File: src/rtl/cache_init_walker.sv
// -----------------------------------------------------------------------------
// cache_init_walker
//
// Per-bank sequencer for the init side of the cache tag store. It walks every
// line index of the bank and issues one invalidate-init per line so that all
// valid bits and AMO reserve bits are cleared. A sweep runs automatically once
// reset is released and again on every accepted flush request. While a sweep
// is in progress `busy` is high and the bank pipeline must hold off core
// lookups and fills.
//
// Parameters:
//   INSTANCE_ID   debug trace string
//   BANK_ID       bank index used in traces
//   NUM_LINES     lines per bank, power of two, >= 1
//   LINE_SEL_BITS derived line index width; ports use max(LINE_SEL_BITS, 1)
//
// Ports:
//   clk            in   clock
//   reset          in   synchronous, active-high reset
//   flush_valid    in   flush request valid (held by requester until accepted)
//   flush_ready    out  flush accepted when flush_valid && flush_ready
//   init_valid     out  init request to the tag/data store
//   init_line_sel  out  line index to invalidate
//   init_ready     in   store accepts the init this cycle (bank not stalled)
//   busy           out  sweep in progress
//   done           out  one-cycle pulse after the last line is accepted
//   perf_init_cycles out (only with CACHE_INIT_PERF_EN) cycles spent in INIT
//
// Optional feature macro: CACHE_INIT_PERF_EN
//   Adds a 32-bit saturating count of INIT cycles (stalls included). It is
//   cleared at reset and on each flush accept and holds from DONE onward.
//
// All control outputs are registered decodes of the next state, so nothing
// reaches them combinationally from an input.
// -----------------------------------------------------------------------------

// Simulation checker: line index stays in range and done never overlaps an init.
module cache_init_walker_chk #(
  parameter string INSTANCE_ID = "",
  parameter int    BANK_ID     = 0,
  parameter int    NUM_LINES   = 64,
  parameter int    LINE_W      = 6
) (
  input logic              clk,
  input logic              reset,
  input logic              init_valid,
  input logic [LINE_W-1:0] init_line_sel,
  input logic              done
);

  localparam logic [31:0] NUM_LINES_U = NUM_LINES;

  a_line_in_range: assert property (@(posedge clk) disable iff (reset)
    init_valid |-> (32'(init_line_sel) < NUM_LINES_U))
    else $error("%s bank %0d: init_line_sel out of range", INSTANCE_ID, BANK_ID);

  a_done_not_init: assert property (@(posedge clk) disable iff (reset)
    !(done && init_valid))
    else $error("%s bank %0d: done overlaps init_valid", INSTANCE_ID, BANK_ID);

endmodule

module cache_init_walker #(
  parameter string  INSTANCE_ID   = "",
  parameter int     BANK_ID       = 0,
  parameter int     NUM_LINES     = 64,
  localparam int    LINE_SEL_BITS = $clog2(NUM_LINES),
  localparam int    LINE_W        = (LINE_SEL_BITS > 0) ? LINE_SEL_BITS : 1
) (
  input  logic              clk,
  input  logic              reset,
  input  logic              flush_valid,
  output logic              flush_ready,
  output logic              init_valid,
  output logic [LINE_W-1:0] init_line_sel,
  input  logic              init_ready,
  output logic              busy,
  output logic              done
`ifdef CACHE_INIT_PERF_EN
  ,
  output logic [31:0]       perf_init_cycles
`endif
);

  typedef enum logic [1:0] {
    S_IDLE = 2'd0,
    S_INIT = 2'd1,
    S_DONE = 2'd2
  } state_e;

  localparam logic [LINE_W-1:0] LAST_LINE = LINE_W'(NUM_LINES - 1);
  localparam logic [LINE_W-1:0] ONE_LINE  = LINE_W'(1);

  state_e            state_q, state_d;
  logic [LINE_W-1:0] cnt_q, cnt_d;
  logic              init_valid_q, init_valid_d;
  logic              busy_q, busy_d;
  logic              flush_ready_q, flush_ready_d;
  logic              done_q, done_d;
  logic              init_fire_s;
  logic              flush_fire_s;

  // Handshakes use the registered valid/ready so a cycle spent in reset never
  // counts as an accepted init or flush.
  assign init_fire_s  = init_valid_q & init_ready;
  assign flush_fire_s = flush_ready_q & flush_valid;

  // Next-state and next-output decode.
  always_comb begin
    state_d = state_q;
    cnt_d   = cnt_q;
    unique case (state_q)
      S_INIT: begin
        // Last-line compare comes before the increment, so the counter
        // never wraps.
        if (init_fire_s) begin
          if (cnt_q == LAST_LINE) begin
            state_d = S_DONE;
            cnt_d   = {LINE_W{1'b0}};
          end else begin
            cnt_d   = cnt_q + ONE_LINE;
          end
        end else begin
          cnt_d = cnt_q;
        end
      end
      S_DONE: begin
        state_d = S_IDLE;
      end
      S_IDLE: begin
        if (flush_fire_s) begin
          state_d = S_INIT;
          cnt_d   = {LINE_W{1'b0}};
        end else begin
          state_d = S_IDLE;
        end
      end
      default: begin
        // Illegal encoding: restart a full sweep so the store ends up clean.
        state_d = S_INIT;
        cnt_d   = {LINE_W{1'b0}};
      end
    endcase

    init_valid_d  = (state_d == S_INIT);
    busy_d        = (state_d == S_INIT);
    flush_ready_d = (state_d == S_IDLE);
    done_d        = (state_d == S_DONE);
  end

  // State, line counter and registered outputs; reset restarts the sweep.
  always_ff @(posedge clk) begin
    if (reset) begin
      state_q       <= S_INIT;
      cnt_q         <= {LINE_W{1'b0}};
      init_valid_q  <= 1'b0;
      busy_q        <= 1'b1;
      flush_ready_q <= 1'b0;
      done_q        <= 1'b0;
    end else begin
      state_q       <= state_d;
      cnt_q         <= cnt_d;
      init_valid_q  <= init_valid_d;
      busy_q        <= busy_d;
      flush_ready_q <= flush_ready_d;
      done_q        <= done_d;
    end
  end

  assign flush_ready   = flush_ready_q;
  assign init_valid    = init_valid_q;
  assign init_line_sel = cnt_q;
  assign busy          = busy_q;
  assign done          = done_q;

`ifdef CACHE_INIT_PERF_EN
  logic [31:0] perf_q, perf_d;

  // INIT cycle counter: every cycle with an init outstanding, stalls included.
  always_comb begin
    perf_d = perf_q;
    if (flush_fire_s) begin
      perf_d = 32'd0;
    end else if (init_valid_q && (perf_q != 32'hFFFF_FFFF)) begin
      perf_d = perf_q + 32'd1;
    end else begin
      perf_d = perf_q;
    end
  end

  // INIT cycle counter register.
  always_ff @(posedge clk) begin
    if (reset) begin
      perf_q <= 32'd0;
    end else begin
      perf_q <= perf_d;
    end
  end

  assign perf_init_cycles = perf_q;
`endif

  cache_init_walker_chk #(
    .INSTANCE_ID (INSTANCE_ID),
    .BANK_ID     (BANK_ID),
    .NUM_LINES   (NUM_LINES),
    .LINE_W      (LINE_W)
  ) u_chk (
    .clk           (clk),
    .reset         (reset),
    .init_valid    (init_valid_q),
    .init_line_sel (cnt_q),
    .done          (done_q)
  );

endmodule
File: config.mk
export PLATFORM = sky130hd
export DESIGN_NAME = cache_init_walker
export DESIGN_NICKNAME = d
export VERILOG_FILES = /design/src/rtl/cache_init_walker.sv
export SDC_FILE = /design/constraint.sdc
export NUM_CORES = 1
export LEC_CHECK = 0
export ABC_AREA = 0
export BUFFER_PORTS_ARGS = -buffer_cell sky130_fd_sc_hd__clkbuf_2
export CORE_AREA = 2 2 39 41
export DETAILED_ROUTE_END_ITERATION = 16
export DIE_AREA = 0 0 41 43
export HOLD_SLACK_MARGIN = 0.12
export SYNTH_ARGS = -nofsm -noshare
export SYNTH_HDL_FRONTEND = slang
export SYNTH_SLANG_ARGS = --single-unit
File: constraint.sdc
create_clock -name clk -period 1.85 [get_ports clk]
set_input_delay 0.185 -clock clk [delete_from_list [all_inputs] [get_ports clk]]
set_output_delay 0.185 -clock clk [all_outputs]
set_load 0.005 [all_outputs]
==> out/metrics.yaml, run 1 <==
outcome: "finished, final reports clean"
hp-start: "reset"
timing_worst_setup_path_type: "register to register"
r2r_slack_ps: 480
antenna_left: 0
cts_made_buffers: 3
hp-class: "input pin to register"
ioPinCount: 14
wl_per_cell_microns: 11.5
path_cells: "and2_4 -> nand3b_2 -> or4_1 -> a22oi_1"
slowest_stage: "or4_1"
cts.sinks: 12
slew_headroom_pct: 75.9
cts_max_path_buffers: 2
tns_ps: 0
fmax_ghz: 0.730
slowest_delay_ps: 480
post_cts_buffers: 0
ys_top_cells_by_area: "dfxtp_1, nor2_1, nand2_1"
synth-seq-cells: 12
pwr_density_cell_nw_per_um2: 784
cts-root-buf: "clkbuf_4"
power.internal_mw: 0.393
hold_viol_final: 0
drv_cap: 0
insertion_delay_ps: 270
placed_cell_area_sq_um: 599
crit_arrival_ps: 1560
netSwitchingFraction_pct: 21.2
nets: 80
end_kind: "register"
comb_power_share_pct: 5.2
cp-start-kind: "register"
synthCells: 57
drive_above_1_share_pct: 27.0
yosys_warnings: 0
placed_cells: 86
power_leakage_nw: 0.274
die_w_microns: 41
htreeDepth: 1
whs_endpoint: "flush_ready$_SDFF_PP0_"
wl_mm: 1.04
slew_violations: 0
synthesis.nets: 62
r2r-end: "init_line_sel[5]$_SDFFE_PP0P_"
hold_ws_ps: 219
gp_congestion: 0.772
port_buffers: 13
yosysSeqAreaShare_pct: 46.7
antenna_found_initial: 0
peakVddDrop_mv: 0.343
firstDrtPassIters: 4
fill_cells: 140
gr-usage-all-layers_pct: 15.3
synth_top_area_cell: "dfxtp_1"
clk_pin_slew_ps: 80
dp.final_hpwl_microns: 795
initial_utilization_pct: 37.2
cts_resized: 0
p_seq_share_pct: 53.3
grt_pass1_wl_mm: 1.88
p_sw_mw: 0.105
finalInstanceArea_sq_um: 636
syn_to_final_growth_pct: 23.6
grt_pass1_vias: 440
regArea_sq_um: 240
synth.distinct_cells: 25
coreArea_sq_um: 1380
grt-ovfl-total: 0
die_h_microns: 43
cts_tree: "done"
setup-violations-final: 0
worstPathMaxFanout: 6
grt_max_degree: 8
fin_cells: 90
synthesis.area_sq_um: 514
period_share_pct: 74.1
critPathRequiredTime_ps: 2040
rsz0062_at_grt: "no"
fp-row-count: 14
antenna_cells: 0
min_path_cells: 2
dieArea_sq_um: 1760
drt_iter0_drc: 16
drc: 0
num_vias: 466
multi_input_area_sq_um: 270
worstRegToRegCells: 4
vias_per_cell: 5.18
finalClockSkew_ps: 2.15
period_minus_slack_ps: 1370
postCtsHoldBufs: 0
worstMarginPinSlew_ps: 358
pwr-share-clk_pct: 41.5
avgSynthCellArea_sq_um: 9.02
synth_top_area_share_pct: 46.7
rr_startpoint: "init_valid$_SDFF_PP0_"
[cell families (layout without fill, tap and decap cells)]
group,Yosys count,after routing,synth area share (%)
xor+xnor,1,1,1.70
fa+ha+maj,1,1,2.43
buf+inv,1,18,0.729
flops,12,12,46.7
compound gates,12,12,16.8
simple gates,30,30,31.6
[through the flow]
stage	utilization, %	total power, mW	worst slack [ps]
detailed placement	43.3	0.298	499
global route	45.9	0.524	358
finish	45.9	0.498	480
floorplan	-	0.286	560
CTS	45.9	0.505	477
global placement	43.3	0.298	505
[cells in the final DEF (no fill, tap or decap)]
cell / count
xor2_1: 1
a32o_1: 1
a21o_1: 1
and2_4: 1
clkbuf_4: 3
dfxtp_1: 12
and3b_1: 1
a22oi_1: 1
nor4_1: 1
or4_1: 2
or3_1: 1
o22a_1: 1
nand2_1: 6
nand4_1: 3
o221ai_2: 1
clkbuf_2: 13
ha_1: 1
nor3_1: 2
nand3_1: 2
and3_1: 2
nor2_1: 7
clkbuf_8: 1
a21oi_1: 2
o211ai_1: 1
nand2b_1: 1
nand3b_2: 1
inv_1: 1
o21ai_0: 4
[synthesized netlist by cell type, drive strengths merged]
library cell   n
dfxtp         12
nor2           7
nand2          6
o21ai          4
nand4          3
a21oi          2
and3           2
nand3          2
nor3           2
or4            2
a21o           1
a22oi          1
a32o           1
and2           1
and3b          1
ha             1
inv            1
nand2b         1
nand3b         1
nor4           1
o211ai         1
o221ai         1
o22a           1
or3            1
xor2           1
[layer usage]
metal  part of all wire [%]  global-route usage (%)  up-vias  wire [microns]
met3                    4.2                    3.14        0              44
li1                       -                       -      249               -
met1                     54                    24.6      206             560
met2                     42                    19.1       11             431
met4                      0                    6.00        0               0
met5                      0                       0        -               0
[sequential cells by signal, indices dropped and copies added (netlist names)]
register,count
flush_ready,1
done,1
busy,1
state_q,2
init_line_sel,6
init_valid,1
[power by group through the flow]
| stage | Clock, mW | Sequential (mW) | Combinational [mW] |
|---|---|---|---|
| 3_5_place_dp | 0 | 0.272 | 0.0258 |
| 5_1_grt | 0.227 | 0.267 | 0.0294 |
| 4_1_cts | 0.213 | 0.266 | 0.0259 |
| 3_3_place_gp | 0 | 0.272 | 0.0267 |
| 2_1_floorplan | 0 | 0.272 | 0.0142 |
| 6_report | 0.207 | 0.266 | 0.0257 |
[how the worst max path moves through the flow]
stage                                from                       endpoint  slack (ps)
global route        init_valid$_SDFF_PP0_  init_line_sel[5]$_SDFFE_PP0P_         360
detailed placement  init_valid$_SDFF_PP0_  init_line_sel[5]$_SDFFE_PP0P_         500
floorplan           init_valid$_SDFF_PP0_  init_line_sel[5]$_SDFFE_PP0P_         560
global placement    init_valid$_SDFF_PP0_  init_line_sel[5]$_SDFFE_PP0P_         500
CTS                 init_valid$_SDFF_PP0_  init_line_sel[5]$_SDFFE_PP0P_         480
finish              init_valid$_SDFF_PP0_  init_line_sel[5]$_SDFFE_PP0P_         480
[cell type report]
type                    count  area share, %
clock buffers               4           5.71
well taps                  16           3.15
flip-flops and latches     12           37.8
inverters                   1          0.591
repair buffers             13           10.2
multi-input cells          44           42.5
[worst max-delay path, delay by kind of cell, from the launching register on]
kind             cells  cell delay, ps
AND/OR/NAND/NOR      3             770
AO/OA/AOI/OAI        1             190
flip-flops           1             330
No activity file was read; power rests on OpenSTA's default activity.
==> inputs of run 2 (changes only) <==
clock period = 1.2 ns   (was 1.85 ns; I/O delays follow)
==> out/metrics.yaml, run 2 (synthesized netlist as in run 1, its figures left out) <==
drv_cap: 0  # unchanged
syn_to_final_growth_pct: 68.9  # was 23.6%
placed_cells: 105  # was 86
timing_worst_setup_path_type: "register to register"  # unchanged
slowest_stage: "or4_1"  # unchanged
path_buf_inv: 0  # unchanged
comb_power_share_pct: 9.1  # was 5.2%
gp_congestion: 0.809  # was 0.772
hp-start: "reset"  # unchanged
hp-class: "input pin to register"  # unchanged
power.internal_mw: 0.628  # was 0.393 mW
vias_per_cell: 5.36  # was 5.18
gr-usage-all-layers_pct: 20.1  # was 15.3%
cts_tree: "done"  # unchanged
fp-row-count: 14  # unchanged
cts.sinks: 12  # unchanged
rsz0062_at_grt: "yes"  # was no
grt_max_degree: 8  # unchanged
cts_max_path_buffers: 2  # unchanged
slew_violations: 0  # unchanged
insertion_delay_ps: 280  # was 270 ps
path_delay_family: "simple AND/OR/NAND/NOR gates"  # unchanged
fmax_ghz: 0.777  # was 0.730 GHz
antenna_left: 0  # unchanged
cts_made_buffers: 3  # unchanged
crit_arrival_ps: 1490  # was 1560 ps
antenna_cells: 0  # unchanged
dieArea_sq_um: 1760  # unchanged
netSwitchingFraction_pct: 22.4  # was 21.2%
end_kind: "register"  # unchanged
drt_iter0_drc: 11  # was 16
rr_startpoint: "init_valid$_SDFF_PP0_"  # unchanged
startpoint: "init_valid$_SDFF_PP0_"  # unchanged
drive_above_1_share_pct: 56.8  # was 27.0%
wl_per_cell_microns: 14.0  # was 11.5 microns
fin_ws_ps: -86.2  # was 480 ps
ioPinCount: 14  # unchanged
slowest_delay_ps: 480  # about the same
worstPathMaxFanout: 3  # was 6
p_sw_mw: 0.182  # was 0.105 mW
p_seq_share_pct: 50.7  # was 53.3%
violations: "setup timing"
largest_reg_flops: 6  # unchanged
grt-ovfl-total: 0  # unchanged
cp-start-kind: "register"  # unchanged
setup-violations-final: 8  # was 0
die_h_microns: 43  # unchanged
grt_pass1_wl_mm: 2.29  # was 1.88 mm
critPathRequiredTime_ps: 1410  # was 2040 ps
p_total_mw: 0.810  # was 0.498 mW
nets: 101  # was 80
slew_headroom_pct: 77.3  # was 75.9%
firstDrtPassIters: 4  # unchanged
period_share_pct: 107  # was 74.1%
final_common_cell: "buf_4"  # was clkbuf_2
pre_cts_ws_ps: -80.7  # was 499 ps
worstMarginPinSlew_ps: 338  # was 358 ps
grt_pass1_vias: 555  # was 440
wl_mm: 1.55  # was 1.04 mm
fin_cells: 111  # was 90
pwr_density_cell_nw_per_um2: 933  # was 784 nW/um^2
antenna_found_initial: 0  # unchanged
hold_ws_ps: 184  # was 219 ps
period_minus_slack_ps: 1290  # was 1370 ps
power_leakage_nw: 0.378  # was 0.274 nW
coreArea_sq_um: 1380  # unchanged
drc: 0  # unchanged
cts-root-buf: "clkbuf_4"  # unchanged
outcome: "finished with violations"  # was finished, final reports clean
peakVddDrop_mv: 0.569  # was 0.343 mV
pwr-share-clk_pct: 40.1  # was 41.5%
layout_common_cells: "buf_4, clkbuf_2, dfxtp_1, nand2_1"  # was clkbuf_2, dfxtp_1, nor2_1, nand2_1, o21ai_0
die_w_microns: 41  # unchanged
hold_viol_final: 0  # unchanged
port_buffers: 13  # unchanged
finalClockSkew_ps: 4.03  # was 2.15 ps
htreeDepth: 1  # unchanged
clk_pin_slew_ps: 80  # about the same
num_vias: 595  # was 466
path_cells: "and2_4 -> nand3b_4 -> or4_1 -> a22oi_1"  # was and2_4 -> nand3b_2 -> or4_1 -> a22oi_1
dp.final_hpwl_mm: 1.07  # was 795 microns
initial_utilization_pct: 37.2  # unchanged
tns_ps: -275  # was 0 ps
==> run 2: cell count changes in the layout (fill, tap and decap cells not counted), sizes merged <==
cell,delta
buf,+21
==> run 2: final timing paths <==
kind	slack [ps]	endpoint	depth (start not counted)
setup / recovery	-90	init_line_sel[5]$_SDFFE_PP0P_	4
hold / removal	180	flush_ready$_SDFF_PP0_	2
setup reg to reg	-90	init_line_sel[5]$_SDFFE_PP0P_	4
hold reg to reg	610	init_line_sel[0]$_SDFFE_PP0P_	2
==> run 2: routing by layer <==
layer | vias to the layer above | part of all wire [%] | track usage [%]
met5 | - | 0 | 0
met3 | 5 | 4.1 | 4.71
met4 | 0 | 2.3 | 14.0
met2 | 17 | 52 | 30.0
li1 | 289 | - | -
met1 | 284 | 42 | 23.9
==> run 2: metrics by stage <==
step | utilization (%) | instance area (sq um)
2_1_floorplan | - | 529
3_3_place_gp | 54.7 | 757
3_5_place_dp | 54.7 | 757
4_1_cts | 60.2 | 833
5_1_grt | 62.7 | 868
6_report | 62.7 | 868
==> run 2: cell type report <==
cell class | count | area (sq um)
clock buffer | 4 | 36.3
fill | 126 | 515
inverter | 1 | 3.75
multi-input combinational | 44 | 333
sequential | 12 | 249
tap | 16 | 20.0
timing repair buffer | 34 | 226
==> run 2: what timing repair did <==
item,4_1_cts,5_1_grt
hold buffers,0,0
pin swaps,5,2
endpoints found under the setup margin,8,10
buffers inserted,2,0
resized for setup,6,8
==> run 2: worst reg2reg max path: cells and delay by family, from the launching register on <==
kind               cells  cell delay [ps]
AOI/OAI and AO/OA      1              170
and+or+nand+nor        3              730
DFF                    1              330
==> run 2: power by group through the flow <==
stage	logic (mW)	clock network [mW]	registers [mW]
after global placement	0.0641	0	0.419
after detailed placement	0.0635	0	0.419
after global routing	0.0811	0.352	0.412
after floorplan	0.0236	0	0.420
after CTS	0.0679	0.337	0.411
final	0.0739	0.325	0.411
==> inputs of run 3 (changes only) <==
RECOVER_POWER = 25   (was default)
==> out/metrics.yaml, run 3 (synthesized netlist as in run 1, its figures left out) <==
layout_common_cells: "buf_4, clkbuf_2, dfxtp_1, nand2_1"  # unchanged
cp-start-kind: "register"  # unchanged
critPathRequiredTime_ps: 1410  # about the same
drive_above_1_share_pct: 55.8  # was 56.8%
wl_per_cell_microns: 14.0  # about the same
antenna_left: 0  # unchanged
timing_worst_setup_path_type: "register to register"  # unchanged
htreeDepth: 1  # unchanged
dieArea_sq_um: 1760  # unchanged
coreArea_sq_um: 1380  # unchanged
grt_pass1_wl_mm: 2.29  # unchanged
vias_per_cell: 5.36  # unchanged
firstDrtPassIters: 4  # unchanged
ioPinCount: 14  # unchanged
drv_cap: 0  # unchanged
nets: 101  # unchanged
grt_max_degree: 8  # unchanged
placed_cell_area_sq_um: 757  # unchanged
insertion_delay_ps: 280  # about the same
power.internal_mw: 0.628  # about the same
largest_reg_flops: 6  # unchanged
setup-violations-final: 8  # unchanged
grt-ovfl-total: 0  # unchanged
drt_iter0_drc: 11  # unchanged
num_vias: 595  # unchanged
cts_tree: "done"  # unchanged
antenna_found_initial: 0  # unchanged
cts_max_path_buffers: 2  # unchanged
rsz0062_at_grt: "yes"  # unchanged
p_sw_mw: 0.182  # about the same
syn_to_final_growth_pct: 68.6  # was 68.9%
wl_mm: 1.55  # about the same
violations: "setup timing"  # unchanged
postCtsHoldBufs: 0  # unchanged
initial_utilization_pct: 37.2  # unchanged
slew_headroom_pct: 77.3  # unchanged
port_buffers: 13  # unchanged
fmax_ghz: 0.777  # about the same
clk_pin_slew_ps: 80  # about the same
outcome: "finished with violations"  # unchanged
netSwitchingFraction_pct: 22.4  # about the same
slew_violations: 0  # unchanged
gr-usage-all-layers_pct: 20.1  # unchanged
fp-row-count: 14  # unchanged
p_seq_share_pct: 50.7  # about the same
antenna_cells: 0  # unchanged
die_w_microns: 41  # unchanged
cts_made_buffers: 3  # unchanged
fill_cells: 127  # was 126
period_share_pct: 107  # about the same
hp-class: "input pin to register"  # unchanged
dp.final_hpwl_mm: 1.07  # unchanged
pwr-share-clk_pct: 40.1  # about the same
comb_power_share_pct: 9.1  # about the same
crit_arrival_ps: 1490  # about the same
gp_congestion: 0.809  # unchanged
power_leakage_nw: 0.376  # was 0.378 nW
worstMarginPinSlew_ps: 338  # unchanged
period_minus_slack_ps: 1290  # about the same
fin_ws_ps: -86.2  # about the same
finalClockSkew_ps: 4.04  # was 4.03 ps
peakVddDrop_mv: 0.569  # about the same
p_total_mw: 0.810  # about the same
grt_pass1_vias: 555  # unchanged
die_h_microns: 43  # unchanged
finalInstanceArea_sq_um: 867  # was 868 sq um
cts-root-buf: "clkbuf_4"  # unchanged
hold_viol_final: 0  # unchanged
tns_ps: -275  # about the same
end_kind: "register"  # unchanged
drc: 0  # unchanged
cts.sinks: 12  # unchanged
worstPathMaxFanout: 3  # unchanged
final_common_cell: "buf_4"  # unchanged
pwr_density_cell_nw_per_um2: 934  # was 933 nW/um^2
==> run 3: timing repair <==
action	CTS	global route
buffers inserted	2	0
resized for setup	6	8
pin swaps	5	2
setup endpoints to repair	8	10
cloned	0	0
==> run 3: worst paths after layout <==
check / startpoint / end / slack, ps / cells past startpoint
setup / recovery: init_valid$_SDFF_PP0_ / init_line_sel[5]$_SDFFE_PP0P_ / -90 / 4
setup reg to reg: init_valid$_SDFF_PP0_ / init_line_sel[5]$_SDFFE_PP0P_ / -90 / 4
hold / removal: reset / flush_ready$_SDFF_PP0_ / 180 / 2
hold reg to reg: init_line_sel[0]$_SDFFE_PP0P_ / init_line_sel[0]$_SDFFE_PP0P_ / 610 / 2
==> run 3: per-layer routing <==
metal | track usage, % | vias to the layer above | share of wire, %
met3 | 4.71 | 5 | 4.0
li1 | - | 289 | -
met5 | 0 | - | 0
met4 | 14.0 | 0 | 2.3
met1 | 23.9 | 284 | 42
met2 | 30.0 | 17 | 52
==> run 3: cell type report <==
class / instances / area (sq um) / area share [%]
Sequential cell: 12 / 249 / 28.7
Multi-Input combinational cell: 44 / 333 / 38.4
Inverter: 1 / 3.75 / 0.433
Clock buffer: 4 / 36.3 / 4.18
Timing Repair Buffer: 34 / 225 / 26.0
Tap cell: 16 / 20.0 / 2.31
==> run 3: per-stage QoR <==
| step | hold slack [ps] | utilization (%) | worst slack [ps] | instances |
|---|---|---|---|---|
| 3_3_place_gp | 442 | 54.7 | -93.4 | 105 |
| 4_1_cts | 139 | 60.2 | -98.4 | 111 |
| 6_report | 184 | 62.7 | -86.2 | 111 |
| 3_5_place_dp | 444 | 54.7 | -80.7 | 105 |
| 5_1_grt | 185 | 62.7 | -149 | 111 |
| 2_1_floorplan | 220 | - | -46.3 | 57 |
==> run 3: power groups by stage <==
stage | clock network (mW) | registers [mW] | logic (mW)
after CTS | 0.337 | 0.411 | 0.0679
after floorplan | 0 | 0.420 | 0.0236
after global routing | 0.352 | 0.412 | 0.0811
after detailed placement | 0 | 0.419 | 0.0635
after global placement | 0 | 0.419 | 0.0641
final | 0.325 | 0.411 | 0.0739
==> run 3: worst max-delay path, stage by stage (launching register included) <==
cell and delay [ps]:
dfxtp_2 330, and2_4 160, nand3b_4 90, or4_1 480
a22oi_1 170
